[src/rtl/nibble_serial_addsub.sv]
// rtl/nibble_serial_addsub.sv - WIDTH-bit add/subtract sequenced through one 4-bit CLA slice
//
// Purpose: time-shares a single 4-bit carry-lookahead slice across a WIDTH-bit
// add or subtract, least significant nibble first, one nibble per clock.
//
// Ports:
//   clk       rising-edge clock
//   rst       asynchronous active-high reset
//   start     request; accepted in IDLE or DONE
//   sub       0 = a+b, 1 = a-b (latched on acceptance)
//   a, b      WIDTH-bit operands (latched on acceptance)
//   busy      high while nibbles are being processed (RUN)
//   done      one-cycle pulse; result and flags valid from this cycle on
//   result    sum/difference, held until the next accepted start
//   cout      carry out of the MSB nibble (subtract: 1 = no borrow)
//   overflow  signed overflow
//   zero      result == 0
module nibble_serial_addsub #(
    parameter int WIDTH = 32
) (
    input  logic             clk,
    input  logic             rst,
    input  logic             start,
    input  logic             sub,
    input  logic [WIDTH-1:0] a,
    input  logic [WIDTH-1:0] b,
    output logic             busy,
    output logic             done,
    output logic [WIDTH-1:0] result,
    output logic             cout,
    output logic             overflow,
    output logic             zero
);

    localparam int NIB = WIDTH / 4;
    localparam int IW  = (NIB > 1) ? $clog2(NIB) : 1;

    typedef enum logic [1:0] {
        IDLE = 2'd0,
        RUN  = 2'd1,
        DONE = 2'd2
    } state_t;

    state_t state_q, state_d;

    logic [WIDTH-1:0] a_q, b_q;
    logic             sub_q;
    logic [IW-1:0]    idx_q;
    logic             carry_q;

    logic             accept;
    logic             last;

    logic [3:0]       nib_a, nib_b;
    logic [3:0]       g, p, c;
    logic             c4;
    logic [3:0]       sum;
    logic [WIDTH-1:0] res_upd;

    assign last = (idx_q == IW'(NIB - 1));

    // Slice operands: B is inverted for subtract; carry_q was seeded with sub
    // on acceptance, which completes the two's complement.
    assign nib_a = a_q[{idx_q, 2'b00} +: 4];
    assign nib_b = b_q[{idx_q, 2'b00} +: 4] ^ {4{sub_q}};

    // 4-bit carry-lookahead slice. c[3] is the carry into the slice MSB, which
    // on the top nibble is the carry into bit WIDTH-1.
    always_comb begin
        g    = nib_a & nib_b;
        p    = nib_a ^ nib_b;
        c[0] = carry_q;
        c[1] = g[0] | (p[0] & carry_q);
        c[2] = g[1] | (p[1] & g[0]) | (p[1] & p[0] & carry_q);
        c[3] = g[2] | (p[2] & g[1]) | (p[2] & p[1] & g[0])
             | (p[2] & p[1] & p[0] & carry_q);
        c4   = g[3] | (p[3] & g[2]) | (p[3] & p[2] & g[1])
             | (p[3] & p[2] & p[1] & g[0])
             | (p[3] & p[2] & p[1] & p[0] & carry_q);
        sum  = p ^ c;
    end

    // Result with the current nibble merged in; also feeds the zero flag so
    // zero is registered on the same edge that completes the result.
    always_comb begin
        res_upd = result;
        res_upd[{idx_q, 2'b00} +: 4] = sum;
    end

    always_ff @(posedge clk or posedge rst) begin
        if (rst) begin
            state_q <= IDLE;
        end else begin
            state_q <= state_d;
        end
    end

    always_comb begin
        state_d = state_q;
        busy    = 1'b0;
        done    = 1'b0;
        accept  = 1'b0;
        case (state_q)
            IDLE: begin
                if (start) begin
                    accept  = 1'b1;
                    state_d = RUN;
                end
            end
            RUN: begin
                busy = 1'b1;
                if (last) begin
                    state_d = DONE;
                end
            end
            DONE: begin
                done = 1'b1;
                if (start) begin
                    accept  = 1'b1;
                    state_d = RUN;
                end else begin
                    state_d = IDLE;
                end
            end
            default: begin
                state_d = IDLE;
            end
        endcase
    end

    always_ff @(posedge clk or posedge rst) begin
        if (rst) begin
            a_q      <= '0;
            b_q      <= '0;
            sub_q    <= 1'b0;
            idx_q    <= '0;
            carry_q  <= 1'b0;
            result   <= '0;
            cout     <= 1'b0;
            overflow <= 1'b0;
            zero     <= 1'b0;
        end else if (accept) begin
            a_q      <= a;
            b_q      <= b;
            sub_q    <= sub;
            idx_q    <= '0;
            carry_q  <= sub;
            result   <= '0;
            cout     <= 1'b0;
            overflow <= 1'b0;
            zero     <= 1'b0;
        end else if (state_q == RUN) begin
            result  <= res_upd;
            carry_q <= c4;
            if (last) begin
                idx_q    <= '0;
                cout     <= c4;
                overflow <= c[3] ^ c4;
                zero     <= (res_upd == '0);
            end else begin
                idx_q <= idx_q + 1'b1;
            end
        end
    end

endmodule

[config.mk]
export PLATFORM = sky130hd
export DESIGN_NAME = nibble_serial_addsub
export DESIGN_NICKNAME = d
export VERILOG_FILES = /design/src/rtl/nibble_serial_addsub.sv
export SDC_FILE = /design/constraint.sdc
export NUM_CORES = 1
export LEC_CHECK = 0
export ABC_CLOCK_PERIOD_IN_PS = 8400
export CELL_PAD_IN_SITES_DETAIL_PLACEMENT = 1
export CELL_PAD_IN_SITES_GLOBAL_PLACEMENT = 1
export CORE_ASPECT_RATIO = 2
export CORE_MARGIN = 1.5
export CORE_UTILIZATION = 42
export CTS_CLUSTER_DIAMETER = 150
export DETAILED_ROUTE_END_ITERATION = 16
export GPL_ROUTABILITY_DRIVEN = 1
export GPL_TIMING_DRIVEN = 0
export PLACE_DENSITY = 0.87
export SYNTH_ARGS = -nofsm -noshare
export SYNTH_HDL_FRONTEND = slang
export SYNTH_SLANG_ARGS = --single-unit
[constraint.sdc]
create_clock -name clk -period 8.4 [get_ports clk]
set_input_delay 0.84 -clock clk [delete_from_list [all_inputs] [get_ports clk]]
set_output_delay 0.84 -clock clk [all_outputs]
set_load 0.005 [all_outputs]
## Word level (Yosys, flattened, before mapping)

Index checks and enable logic that the tools add are counted.

| word-level totals | value |
|---|---|
| output and inout bits | 37 |
| bits of input ports | 68 |
| word-level logic and storage cells | 84 |
| bits in registers | 106 |

| operators by class | value |
|---|---|
| eq/ne operators | 5 |
| muxes and demuxes | 25 |
| shift-type cells | 4 |
| $add $sub $neg | 2 |
| reductions and logical operators | 7 |
| bitwise gates (word level) | 31 |

Operators by type and width:

| cell | count |
|---|---|
| 32-bit two-way mux | 2 |
| 32-bit by 6-bit variable part select with 4-bit output | 2 |
| 32-bit bitwise mux | 1 |
| 32-bit zero test | 1 |
| 4-bit by 7-bit variable shift with 32-bit output (first input constant) | 1 |
| 4-bit by 7-bit variable part select with 32-bit output | 1 |
| 1-bit AND | 16 |
| 1-bit two-way mux | 16 |
| 4-bit XOR | 3 |
| 1-bit bitwise OR | 10 |
| 3-bit two-way mux | 3 |
| 5-bit negator with 7-bit output | 1 |
| 2-bit one-hot mux with 3 select lines | 1 |
| 4-bit AND | 1 |
| 2-bit two-way mux | 2 |
| 2-bit != test (second input constant) | 2 |
| 2-bit AND reduction | 2 |
| 2-bit nonzero test | 2 |
| 3-bit by 1-bit adder with 3-bit output (second input constant) | 1 |
| 3-bit equality test (second input constant) | 1 |
| 2-bit by 1-bit equality test with 1-bit output (second input constant) | 1 |
| 2-bit equality test (second input constant) | 1 |
| 2-bit zero test | 1 |
| 2-bit OR reduction | 1 |
| 1-bit XOR | 1 |

## Logic depth before layout (Yosys ltp)

| logic depth | value |
|---|---|
| depth after elaboration | 14 |
| mapped depth | 13 |
| mapped depth without buffers | 11 |

## Worst setup path after synthesis

Ideal clock, no wire load.

| path | value |
|---|---|
| path type | reg2reg |
| start point | register idx_q[0] |
| end point | register zero |
| required time | 8.326 ns |
| slack | 5.122 ns |
| arrival | 3.204 ns |
| library setup time | 0.074 ns |
| buffers on the path | 3 |
| period minus slack after synthesis | 3.278 ns |
| stages on the path, launching flop included | 13 |
| path through | dfrtp_1 -> buf_2 -> buf_2 -> buf_2 -> mux4_2 -> nand2_1 -> nand2_1 -> ha_1 -> xor2_1 -> a221o_1 -> o211ai_2 -> a2111o_1 -> o21ai_2 |

| on the way | value |
|---|---|
| cells in the longest elaborated chain, start to end | 14 |
| elaborated cells on any way between the ends | 32 |
| those cells by class | add/sub (1); eq/ne (1); shift (4); mux (4); bitwise (19); reduce/logical (3) |

RTL lines:

| element | line | text |
|---|---|---|
| from (decl) | 48 | `logic [IW-1:0] idx_q;` |
| from (signal assigned) | 161 | `idx_q <= idx_q + 1'b1;` |
| 32-bit by 6-bit variable part select with 4-bit output | 65 | `assign nib_b = b_q[{idx_q, 2'b00} +: 4] ^ {4{sub_q}};` |
| 4-bit XOR | 65 |  |
| 4-bit XOR / 4-bit AND (equally long branches) | 71, 70 |  |
| 1-bit AND (on tied branches) | 75, 76 |  |
| 1-bit bitwise OR (tied with other cells) | 75 | `c[3] = g[2] \| (p[2] & g[1]) \| (p[2] & p[1] & g[0])` |
| 1-bit bitwise OR / 1-bit AND (equally long branches) | 75, 76 |  |
| 1-bit bitwise OR | 76 | `\| (p[2] & p[1] & p[0] & carry_q);` |
| 4-bit XOR | 80 | `sum = p ^ c;` |
| 4-bit by 7-bit variable part select with 32-bit output | 87 | `res_upd[{idx_q, 2'b00} +: 4] = sum;` |
| 32-bit bitwise mux | 87 |  |
| 32-bit zero test | 159 | `zero <= (res_upd == '0);` |
| 1-bit two-way mux | 155 | `if (last) begin` |
| 1-bit two-way mux | 152 | `end else if (state_q == RUN) begin` |
| 1-bit two-way mux | 142 | `end else if (accept) begin` |
| to (signal assigned) | 159 |  |
| to (decl) | 32 | `output logic zero` |

Several ways; a longest one is shown, not always the timed one. The select of a mux whose other input is x is not followed.
A chain may end at the register's enable or synchronous reset.

## Final worst setup path

| path | value |
|---|---|
| start point | register idx_q[1] |
| end point | register zero |

The elaborated chain is that of the path after synthesis.

==> flow_summary.json <==
{
  "clockRootBuffer": "clkbuf_16",
  "cts_tree": "yes",
  "synth_cells": 543,
  "layout_common_cells": "nand2_1, dfrtp_1, clkdlybuf4s50_1",
  "die-area_sq_um": 13000,
  "drt_pre_antenna_iters": 4,
  "finalSetupViolations": 0,
  "port_buffers": 104,
  "min_period_over_period_pct": 50.9,
  "crit_family": "buffers and inverters",
  "max_cap_violations": 0,
  "ios": 105,
  "antenna_left": 0,
  "p_leak_nw": 3.18,
  "rsz0062_at_grt": "false",
  "ys_seq_area_share_pct": 51.3,
  "first_iter_violations": 186,
  "syn_nets": 624,
  "ctsResizeCount": 0,
  "fin_util_pct": 55.5,
  "clk_pin_slew_ns": 0.07,
  "hold_buffers": 0,
  "initial_core_util_pct": 42.9,
  "worst-path-buf-inv": 2,
  "cts.path.max_buffers": 2,
  "ys_ff_latch": 106,
  "period_minus_slack_ns": 4.27,
  "worstSetupPathType": "flip-flop to flip-flop",
  "status": "finished clean",
  "synth_edf_count": 0,
  "crit_arrival_ns": 4.55,
  "core_area_sq_um": 12100,
  "skew_ns": 0.0124,
  "drive_gt1_share_pct": 6.79,
  "synth_top_cell_area_share_pct": 51.3,
  "htree_levels": 3,
  "power_density_nw_per_um2": 478,
  "mostFrequentLayoutCell": "nand2_1",
  "path_max_fanout": 10,
  "netlist_area_sq_um": 5170,
  "row_count": 57,
  "yosys-top-cells-area": "dfrtp_1, nand2_1, mux4_2",
  "clk_latency_ns": 0.36,
  "fmax_mhz": 234,
  "cts.sinks": 106,
  "end_kind": "flip-flop",
  "critical-path-max-stage-delay_ns": 0.63,
  "antenna_cells": 0,
  "vdd_drop_max_mv": 0.332,
  "dp_hpwl_um": 12600,
  "maxSlewViolCount": 0,
  "yosys.area.top_type": "dfrtp_1",
  "die-width_um": 81.4,
  "yosysWarningCount": 0,
  "routed_wl_um": 16200,
  "synth-main-ff-cell": "dfrtp_1",
  "min_path_type": "flip-flop to flip-flop",
  "wire_per_inst_um": 20.0,
  "tns_ns": 0,
  "crit_required_ns": 8.68,
  "antenna_found_initial": 0,
  "nNetsFinal": 740,
  "max_slew_margin_pct": 38.9,
  "final_hold_viol_count": 0,
  "crit_path_frequent_cell": "nand2_1",
  "grt_pass1_wl_um": 26400,
  "startpoint_type": "flip-flop",
  "vias": 4511,
  "cp_cell_sequence": "buf_1 -> clkbuf_1 -> mux4_2 -> nand2_1 -> nand2_1 -> ha_1 -> xor2_1 -> nand2_1 -> mux2i_1 -> o22ai_1 -> a2111o_1 -> o21ai_2",
  "postCtsSetupBuffers": 0,
  "synthArstFlopShare_pct": 100,
  "syn_area_per_cell_sq_um": 9.52,
  "grt_start_max_net_pins": 62,
  "tightest_slew_ns": 0.909,
  "crit_slowest_cell": "clkbuf_1",
  "grt_pass1_vias": 5172,
  "cts_buffers": 9,
  "globalplace.congestion": 0.957,
  "grt_overflow": 0,
  "routed_via_density": 5.57,
  "track_usage_pct": 27.3,
  "drc": 0,
  "syn_to_final_growth_pct": 29.5,
  "die_h_um": 160,
  "ys_types": 47
}
==> layout make-up <==
class,instances,area [sq um]
plain buffers,29,115
clock inverters,4,28.8
fillers,1379,5360
flip-flops and latches,106,2650
well taps,147,184
inverters,10,40.0
repair buffers,105,1070
multi-input cells,398,2360
clock buffers,11,243
==> worst min-delay path: cells and delay by family (launching register included) <==
family | cells | cell delay (ns)
flip-flops | 1 | 0.35
AND/OR/NAND/NOR | 2 | 0.11
==> path summary, 6_finish.rpt <==
check,slack (ns),cells after the start,startpoint,to
worst max-delay path,4.13,12,idx_q[1]$_DFFE_PP0P_,zero$_DFFE_PP0P_
worst min-delay path,0.48,2,a_q[7]$_DFFE_PP0P_,a_q[7]$_DFFE_PP0P_
worst max register to register,4.13,12,idx_q[1]$_DFFE_PP0P_,zero$_DFFE_PP0P_
worst min register to register,0.48,2,a_q[7]$_DFFE_PP0P_,a_q[7]$_DFFE_PP0P_
max in group asynchronous,6.75,3,rst,b_q[3]$_DFFE_PP0P_
min in group asynchronous,0.93,2,rst,result[9]$_DFFE_PP0P_
==> power breakdown <==
part	internal [W]	leakage, nW	switching, W
sequential	0.000732	1.37	0.000160
clock	0.000208	0.128	0.000198
combinational	0.000741	1.68	0.00116
==> registers in the layout (all words and copies together), names as in the netlist <==
name and flops:
idx_q 3, zero 1, b_q 32, a_q 32
carry_q 1, cout 1, result 32, sub_q 1
overflow 1, state_q 2
==> per-layer routing <==
metal	global-route usage (%)	share of wire (%)	up-vias
met4	15.0	5.2	0
li1	-	-	2059
met5	0	0	-
met2	50.9	58	129
met3	4.00	2.7	51
met1	27.3	34	2272
==> kinds of logic (layout without fill, tap and decap cells) <==
kind of cell               after synthesis  count (layout)  synth area share (%)
buffers and inverters                   39             159                  2.95
DFF                                    106             106                  51.3
AOI/OAI and AO/OA                       72              72                  10.1
adders and majority gates               13              13                  3.29
xor gates and xnor gates                 8               8                  1.36
and+or+nand+nor                        283             283                  22.8
muxes                                   22              22                  8.16
==> per-stage QoR <==
stage | cell area [sq um] | cells | hold WS [ns] | setup WS [ns] | total power [W]
after floorplan | 5170 | 543 | 0.440 | 4.77 | 0.00204
after global placement | 6390 | 794 | 0.452 | 3.36 | 0.00268
after detailed placement | 6420 | 795 | 0.462 | 4.17 | 0.00278
after CTS | 6690 | 810 | 0.484 | 4.14 | 0.00320
after global routing | 6690 | 810 | 0.509 | 3.94 | 0.00340
final | 6690 | 810 | 0.483 | 4.13 | 0.00320
==> cells in the mapped netlist (all sizes together), types with 2 or more instances <==
| cell | number |
|---|---|
| nand2 | 228 |
| dfrtp | 106 |
| a22o | 22 |
| clkbuf | 22 |
| mux4 | 16 |
| a21oi | 14 |
| nor2 | 14 |
| o21ai | 13 |
| ha | 12 |
| nor3 | 11 |
| inv | 10 |
| buf | 7 |
| xnor2 | 6 |
| a21o | 5 |
| mux2i | 5 |
| nand3 | 5 |
| nor4 | 5 |
| o22ai | 5 |
| nor2b | 4 |
| a32o | 3 |
| nand2b | 3 |
| nand3b | 3 |
| a211oi | 2 |
| and2 | 2 |
| and3 | 2 |
| o31a | 2 |
| or3 | 2 |
| xor2 | 2 |
Power figures use the tool's default switching activity.
